--- src/rtl/traffic_light_controller_if.sv ---
// Board-side signal bundle for the four-way traffic-light sequencer.
// The host (master) drives the button and the current light status.
// The controller (slave) returns the registered next state and the decoded lamp/display outputs.
interface traffic_light_controller_if;
  logic        btn;
  logic [15:0] input_ligth_status;
  logic [15:0] output_ligth_status;
  logic [2:0]  n_lights;
  logic [2:0]  s_lights;
  logic [2:0]  e_lights;
  logic [2:0]  w_lights;
  logic [6:0]  segment;
  logic        an;

  modport master (
    output btn,
    output input_ligth_status,
    input  output_ligth_status,
    input  n_lights,
    input  s_lights,
    input  e_lights,
    input  w_lights,
    input  segment,
    input  an
  );

  modport slave (
    input  btn,
    input  input_ligth_status,
    output output_ligth_status,
    output n_lights,
    output s_lights,
    output e_lights,
    output w_lights,
    output segment,
    output an
  );
endinterface

--- src/rtl/traffic_light_controller.sv ---
// Four-way traffic-light sequencer.
// Each edge registers the successor of the externally supplied light state:
//   - btn forces all-red;
//   - otherwise the eight-phase N/S/E/W green-yellow rotation advances;
//   - anything off the rotation restarts at north green.
// Lamps and a one-digit active-low phase display are decoded from the registered state.
module traffic_light_controller (
  input  logic                        clk,
  input  logic                        rst_n,
  traffic_light_controller_if.slave   bus
);

  typedef enum logic [15:0] {
    ST_N_GREEN  = 16'h1444,
    ST_N_YELLOW = 16'h2444,
    ST_S_GREEN  = 16'h4144,
    ST_S_YELLOW = 16'h4244,
    ST_E_GREEN  = 16'h4414,
    ST_E_YELLOW = 16'h4424,
    ST_W_GREEN  = 16'h4441,
    ST_W_YELLOW = 16'h4442,
    ST_ALL_RED  = 16'h4444
  } light_state_e;

  light_state_e status_q;
  light_state_e status_d;
  logic [6:0]   segment_d;

  // Next-state function: the all-stop request wins, then the rotation table.
  // All-red and every unrecognised pattern fall back to north green.
  always_comb begin
    status_d = ST_N_GREEN;
    if (bus.btn) begin
      status_d = ST_ALL_RED;
    end else begin
      case (bus.input_ligth_status)
        ST_N_GREEN:  status_d = ST_N_YELLOW;
        ST_N_YELLOW: status_d = ST_S_GREEN;
        ST_S_GREEN:  status_d = ST_S_YELLOW;
        ST_S_YELLOW: status_d = ST_E_GREEN;
        ST_E_GREEN:  status_d = ST_E_YELLOW;
        ST_E_YELLOW: status_d = ST_W_GREEN;
        ST_W_GREEN:  status_d = ST_W_YELLOW;
        ST_W_YELLOW: status_d = ST_N_GREEN;
        default:     status_d = ST_N_GREEN;
      endcase
    end
  end

  // State register; reset parks the junction at all-red.
  always_ff @(posedge clk or negedge rst_n) begin
    if (!rst_n) begin
      status_q <= ST_ALL_RED;
    end else begin
      status_q <= status_d;
    end
  end

  // Phase digit display, active-low gfedcba. All-red and unknown states show 0.
  always_comb begin
    segment_d = 7'h40;
    case (status_q)
      ST_N_GREEN:  segment_d = 7'h79;
      ST_N_YELLOW: segment_d = 7'h24;
      ST_S_GREEN:  segment_d = 7'h30;
      ST_S_YELLOW: segment_d = 7'h19;
      ST_E_GREEN:  segment_d = 7'h12;
      ST_E_YELLOW: segment_d = 7'h02;
      ST_W_GREEN:  segment_d = 7'h78;
      ST_W_YELLOW: segment_d = 7'h00;
      default:     segment_d = 7'h40;
    endcase
  end

  assign bus.output_ligth_status = status_q;
  assign bus.n_lights            = status_q[14:12];
  assign bus.s_lights            = status_q[10:8];
  assign bus.e_lights            = status_q[6:4];
  assign bus.w_lights            = status_q[2:0];
  assign bus.segment             = segment_d;
  assign bus.an                  = 1'b0;

endmodule

--- src/flat_wrapper.sv ---
// flat-port wrapper written by rule: the top's interface ports become plain ports
module traffic_light_controller_flat 
  (clk, rst_n, bus_btn, bus_input_ligth_status, bus_output_ligth_status, bus_n_lights, bus_s_lights, bus_e_lights, bus_w_lights, bus_segment, bus_an);
  traffic_light_controller_if bus_i ();
  input  logic clk;
  input  logic rst_n;
  input wire logic [$bits(bus_i.btn)-1:0] bus_btn;
  input wire logic [$bits(bus_i.input_ligth_status)-1:0] bus_input_ligth_status;
  output wire logic [$bits(bus_i.output_ligth_status)-1:0] bus_output_ligth_status;
  output wire logic [$bits(bus_i.n_lights)-1:0] bus_n_lights;
  output wire logic [$bits(bus_i.s_lights)-1:0] bus_s_lights;
  output wire logic [$bits(bus_i.e_lights)-1:0] bus_e_lights;
  output wire logic [$bits(bus_i.w_lights)-1:0] bus_w_lights;
  output wire logic [$bits(bus_i.segment)-1:0] bus_segment;
  output wire logic [$bits(bus_i.an)-1:0] bus_an;
  assign bus_i.btn = bus_btn;
  assign bus_i.input_ligth_status = bus_input_ligth_status;
  assign bus_output_ligth_status = bus_i.output_ligth_status;
  assign bus_n_lights = bus_i.n_lights;
  assign bus_s_lights = bus_i.s_lights;
  assign bus_e_lights = bus_i.e_lights;
  assign bus_w_lights = bus_i.w_lights;
  assign bus_segment = bus_i.segment;
  assign bus_an = bus_i.an;
  traffic_light_controller u_core (.clk(clk), .rst_n(rst_n), .bus(bus_i));
endmodule
--- config.mk ---
export PLATFORM = sky130hd
export DESIGN_NAME = traffic_light_controller_flat
export DESIGN_NICKNAME = d
export VERILOG_FILES = /design/src/rtl/traffic_light_controller_if.sv /design/src/rtl/traffic_light_controller.sv /design/src/flat_wrapper.sv
export SDC_FILE = /design/constraint.sdc
export NUM_CORES = 1
export LEC_CHECK = 0
export CORE_UTILIZATION = 38
export CTS_CLUSTER_SIZE = 25
export DETAILED_ROUTE_END_ITERATION = 10
export GPL_TIMING_DRIVEN = 0
export PLACE_DENSITY = 0.79
export REMOVE_ABC_BUFFERS = 1
export SLEW_MARGIN = 25
export SYNTH_ARGS = -nofsm -noshare
export SYNTH_HDL_FRONTEND = slang
export SYNTH_SLANG_ARGS = --single-unit
--- constraint.sdc ---
create_clock -name clk -period 6.3 [get_ports clk]
set_input_delay 1.26 -clock clk [delete_from_list [all_inputs] [get_ports clk]]
set_output_delay 1.26 -clock clk [all_outputs]
set_load 0.05 [all_outputs]
==> results of run 1 <==
==> layout by cell type (no fill, tap or decap), types with 2 or more instances in the layout <==
cell type and count:
conb_1 5, clkdlybuf4s50_1 49, or3b_1 3, a21oi_1 3, dfrtp_1 8, nand2_1 6, nor4b_2 5, and2_1 2
nor3b_1 4, nor4b_1 4, nor4_1 3, nand4_1 3, nor3_1 5, nand2b_1 7, clkbuf_4 3, nand3_1 4
nor2b_1 4, nand4b_1 4, dfstp_2 4, or4_1 2, nor2_1 4
==> worst paths after layout <==
| kind | start | end | slack, ns |
|---|---|---|---|
| max in group asynchronous | rst_n | u_core.bus.output_ligth_status[10]$_DFF_PN1_ | 4.65 |
| min in group clk | bus_input_ligth_status[9] | u_core.bus.output_ligth_status[4]$_DFF_PN0_ | 1.65 |
| max | u_core.bus.output_ligth_status[14]$_DFF_PN1_ | bus_segment[5] | 2.26 |
| min | rst_n | u_core.bus.output_ligth_status[0]$_DFF_PN0_ | 1.31 |
==> metrics by stage <==
step / std cells / util, % / hold slack [ns] / cell area [um2] / worst slack (ns)
after detailed placement: 172 / 56.9 / 1.61 / 1400 / 2.55
final: 176 / 58.4 / 1.31 / 1430 / 2.26
after global routing: 176 / 58.4 / 1.36 / 1430 / 2.16
after floorplan: 93 / - / 0.964 / 868 / 2.09
after global placement: 172 / 56.9 / 1.61 / 1400 / 2.56
after CTS: 176 / 58.4 / 1.32 / 1430 / 2.25
==> kinds of logic (layout without fill, tap and decap cells) <==
kind of cell              Yosys count  count (layout)  share of synthesized area (%)
DFF                                12              12                           31.0
other                               1               5                          0.381
and+or+nand+nor                    62              62                           44.3
buffers and inverters              19              54                           13.7
xor gates and xnor gates            1               1                          0.890
AOI/OAI and AO/OA                  12              12                           9.66
==> report_power, final <==
part | total [uW] | switching [uW] | internal (uW)
clock | 57.9 | 22.8 | 35.1
combinational | 48.2 | 28.6 | 19.6
sequential | 79.0 | 0.892 | 78.1
total | 185 | 52.3 | 133
==> cells in the mapped netlist (4+ instances only) <==
library cell,instances
nor3_1,5
nor3b_1,4
nand2_1,6
nor4b_2,5
nand4b_1,4
nor2b_1,4
buf_4,17
nor2_1,4
nand2b_1,7
dfrtp_1,8
dfstp_2,4
nand3_1,4
nor4b_1,4
==> area by class of cell <==
class | count | area, um2
well taps | 30 | 37.5
clock buffers | 4 | 36.3
inverters | 1 | 3.75
fillers | 226 | 1020
multi-input cells | 80 | 559
repair buffers | 49 | 490
flip-flops and latches | 12 | 305
==> layer usage <==
layer | wire length (um) | up-vias | part of all wire [%] | track usage, %
li1 | - | 457 | - | -
met4 | 26 | 0 | 1.2 | 6.58
met5 | 0 | - | 0 | 0
met2 | 1130 | 41 | 54 | 32.7
met1 | 800 | 427 | 38 | 17.6
met3 | 122 | 3 | 5.9 | 1.72
==> critical path, delay by kind of cell (launching register included) <==
kind            cells  cell delay, ns
flops               1            0.57
simple gates        3            1.00
compound gates      1            0.15
buf+inv             1            0.79
==> run summary, run 1 <==
outcome = complete, no violations
Max-Cap Viols = 0
die span in y = 52.9 um
Setup Viol. Count Final = 0
Period minus WS final = 4.04 ns
die area = 0.00280 mm2
dpl hpwl = 1.78 mm
crit-path cells = or3b_1 -> or4_4 -> a21boi_2 -> nand2b_1 -> clkdlybuf4s50_1
RSZ-0062 raised after global routing = no
CTS Buffer Depth = 2
Seq/Total Area, Yosys = 31.0%
CTS clk-pin slew, worst paths = 0.07 ns
Slowest cell on crit path = clkdlybuf4s50_1
Slew Limit Fails = 0
Clock Sinks = 12
first-pass GRT wire length = 3.44 mm
hold buffer count at CTS = 0
GRT Total Usage = 16.6%
Ant. Diodes = 0
Max IR drop VDD = 0.0841 mV
max frequency = 248 MHz
synth warn = 0
synth top area cells = dfrtp_1, buf_4, dfstp_2
Clk Tree Root Cell = clkbuf_4
Hold/Removal Path Class = input pin to async pin
syn avg cell area = 9.20 um2
Worst Path Required = 5.04 ns
level count of the clock H-tree = 1
Max FO, Critical Path = 5
critical path class = flip-flop to output pin
number of flip-flops under the largest register name = 12
CP max stage delay = 0.79 ns
#FFs+latches synth = 12
Initial Util = 40.1%
Avg WL per Cell = 11.8 um
Die X = 52.9 um
Mapped Area = 985 um2
cell accounting for the most synthesized area = dfrtp_1
I/O pins = 55
port buffer count = 49
Async SR Flop Fraction = 100%
total power = 185 uW
Post-CTS Setup Inserts = 0
Slew headroom = 63.7%
CTS tree = built
Synth Instances = 107
core area = 0.00245 mm2
drt drc = 0
share of layout cells above drive strength 1 = 11.0%
DRT Wirelength = 2.08 mm
Final Hold Fails = 0
DRT antenna net count = 0
power per standard cell area = 129 mW/mm2
area share of the largest cell type after synthesis = 20.3%
CTS buffer count = 3
Crit. End Element = output pin
Rows = 18
RePlAce Congestion = 0.857
via/cell ratio = 5.27
grt ovf = 0
Detailed Route Iter0 Violations = 6
initial antenna violation count = 0
crit path launch type = flip-flop
Tcrit/Tclk final = 64.1%
post-CTS resize count = 0
total negative slack = 0 ns
Cell variety after synth = 34
Area Overhead vs Synth = 45.5%
vias in the first global route = 844
largest net degree at the start of global routing = 13
slew at the pin with the worst max-slew slack = 0.544 ns
Nets = 166
EDFF count, synth = 0
Main synth FF type = dfrtp_1
leak pwr = 0.000517 uW
vias = 928
First-pass DRT Iterations = 3
Worst Path Arrival = 2.78 ns
No activity file was read; power rests on OpenSTA's default activity.
==> inputs of run 2 (changes only) <==
Clock period 6.3 ns to 4.1 ns, I/O delays scaled along.
==> results of run 2 <==
Same layout as run 1 (identical final DEF). Status: complete, no violations.
Main changes from that run: setup slack after placement 2.55 ns -> 0.785 ns; setup slack after layout 2.26 ns -> 0.504 ns; hold slack 1.31 ns -> 0.868 ns; total power 185 uW -> 284 uW; worst IR drop on VDD 0.0841 mV -> 0.129 mV
==> inputs of run 3 (changes only) <==
Settings changed: CELL_PAD_IN_SITES_DETAIL_PLACEMENT set to 0, CELL_PAD_IN_SITES_GLOBAL_PLACEMENT set to 1, CORE_UTILIZATION 38 to 27, PLACE_DENSITY 0.79 to 0.91.
==> run summary, run 3 (same netlist as run 1, synthesis figures left out) <==
outcome = complete, no violations
I/O pins = 55 (unchanged)
RSZ-0062 raised after global routing = no
Initial Util = 28.8% (-11 points)
initial antenna violation count = 0 (unchanged)
Max FO, Critical Path = 5 (unchanged)
CTS tree = built
Detailed Route Iter0 Violations = 5 (-1)
number of flip-flops under the largest register name = 12 (unchanged)
drt drc = 0 (unchanged)
die area = 0.00389 mm2 (+39%)
Crit. End Element = output pin
Max IR drop VDD = 0.0836 mV
critical path class = flip-flop to output pin
GRT Total Usage = 12.1% (-4.5 points)
level count of the clock H-tree = 1 (unchanged)
Tcrit/Tclk final = 87.6%
dpl hpwl = 1.96 mm (+9.8%)
leak pwr = 0.000510 uW (-1.4%)
Ant. Diodes = 0 (unchanged)
power per standard cell area = 182 mW/mm2
total power = 262 uW
Period minus WS final = 3.59 ns
CTS Buffer Depth = 2 (unchanged)
most frequent cells in the layout = clkdlybuf4s50_1, dfrtp_1, nand2b_1
layout filler cell count = 360 (+59%)
Slew headroom = 64.7% (+1.0 points)
CTS clk-pin slew, worst paths = 0.06 ns (about the same)
Rows = 21 (+3)
post-CTS resize count = 0 (unchanged)
slew at the pin with the worst max-slew slack = 0.529 ns (-0.0154 ns)
Max-Cap Viols = 0 (unchanged)
Clock Sinks = 12 (unchanged)
core area = 0.00342 mm2 (+39%)
DRT antenna net count = 0 (unchanged)
Slew Limit Fails = 0 (unchanged)
Final Hold Fails = 0 (unchanged)
share of layout cells above drive strength 1 = 10.3% (-0.61 points)
largest net degree at the start of global routing = 13 (unchanged)
DRT Wirelength = 2.20 mm (+5.4%)
vias = 928 (unchanged)
grt ovf = 0 (unchanged)
port buffer count = 49 (unchanged)
Post-CTS Setup Inserts = 0 (unchanged)
Die X = 62.4 um (+18%)
RePlAce Congestion = 0.722 (-16%)
vias in the first global route = 882 (+4.5%)
Nets = 166 (unchanged)
First-pass DRT Iterations = 4 (+1)
via/cell ratio = 4.86 (-7.9%)
die span in y = 62.4 um (+18%)
total negative slack = 0 ns (unchanged)
crit path launch type = flip-flop
Worst Path Arrival = 2.77 ns (about the same)
Setup Viol. Count Final = 0 (unchanged)
commonest non-fill, non-tap cell in the layout = clkdlybuf4s50_1
Worst Path Required = 3.28 ns
first-pass GRT wire length = 3.80 mm (+10%)
max frequency = 278 MHz
Clk Tree Root Cell = clkbuf_4
Hold/Removal Path Class = input pin to async pin
CTS buffer count = 3 (unchanged)
Avg WL per Cell = 11.5 um (-2.9%)
hold buffer count at CTS = 0 (unchanged)
Area Overhead vs Synth = 46.1%
[run 3: area by class of cell]
cell class                 count  area, um2  share of cell area (%)
sequential                    12        305                    21.2
clock buffer                   3       22.5                    1.57
inverter                       1       3.75                   0.261
timing repair buffer          49        490                    34.1
multi-input combinational     80        559                    38.9
tap                           46       57.6                    4.00
[run 3: per-layer routing]
layer / vias up / GRT usage (%) / share of wire, %
met3: 3 / 2.19 / 4.1
li1: 460 / - / -
met1: 434 / 11.1 / 35
met4: 0 / 7.27 / 1.6
met5: - / 0 / 0
met2: 31 / 24.2 / 59
[run 3: final timing paths]
path | start | end | slack [ns] | cells past startpoint
worst max-delay path | u_core.bus.output_ligth_status[14]$_DFF_PN1_ | bus_segment[5] | 0.51 | 5
worst min-delay path | rst_n | u_core.bus.output_ligth_status[4]$_DFF_PN0_ | 0.87 | 1
max in group asynchronous | rst_n | u_core.bus.output_ligth_status[14]$_DFF_PN1_ | 2.88 | 1
min in group clk | bus_input_ligth_status[8] | u_core.bus.output_ligth_status[9]$_DFF_PN0_ | 1.22 | 3
[run 3: report_power, final]
| part | switching, uW | total, uW | internal [uW] | leakage (uW) |
|---|---|---|---|---|
| Clock | 32.9 | 66.8 | 33.9 | 0.0000138 |
| Sequential | 1.40 | 121 | 120 | 0.000152 |
| Combinational | 43.9 | 74.1 | 30.2 | 0.000345 |
| Total | 78.2 | 262 | 184 | 0.000510 |
[run 3: worst max-delay path, stage by stage (launching register included)]
cell	delay, ns
dfstp_2	0.56
or3b_1	0.37
or4_4	0.53
a21boi_2	0.14
nand2b_1	0.11
clkdlybuf4s50_1	0.80
[run 3: through the flow]
stage / hold slack, ns / util (%) / instances / instance area (um2) / setup slack [ns]
5_1_grt: 0.898 / 42.1 / 191 / 1440 / 0.408
2_1_floorplan: 0.524 / - / 93 / 868 / 0.330
3_3_place_gp: 1.16 / 41.5 / 188 / 1420 / 0.801
4_1_cts: 0.884 / 42.1 / 191 / 1440 / 0.488
3_5_place_dp: 1.17 / 41.5 / 188 / 1420 / 0.787
6_report: 0.874 / 42.1 / 191 / 1440 / 0.507
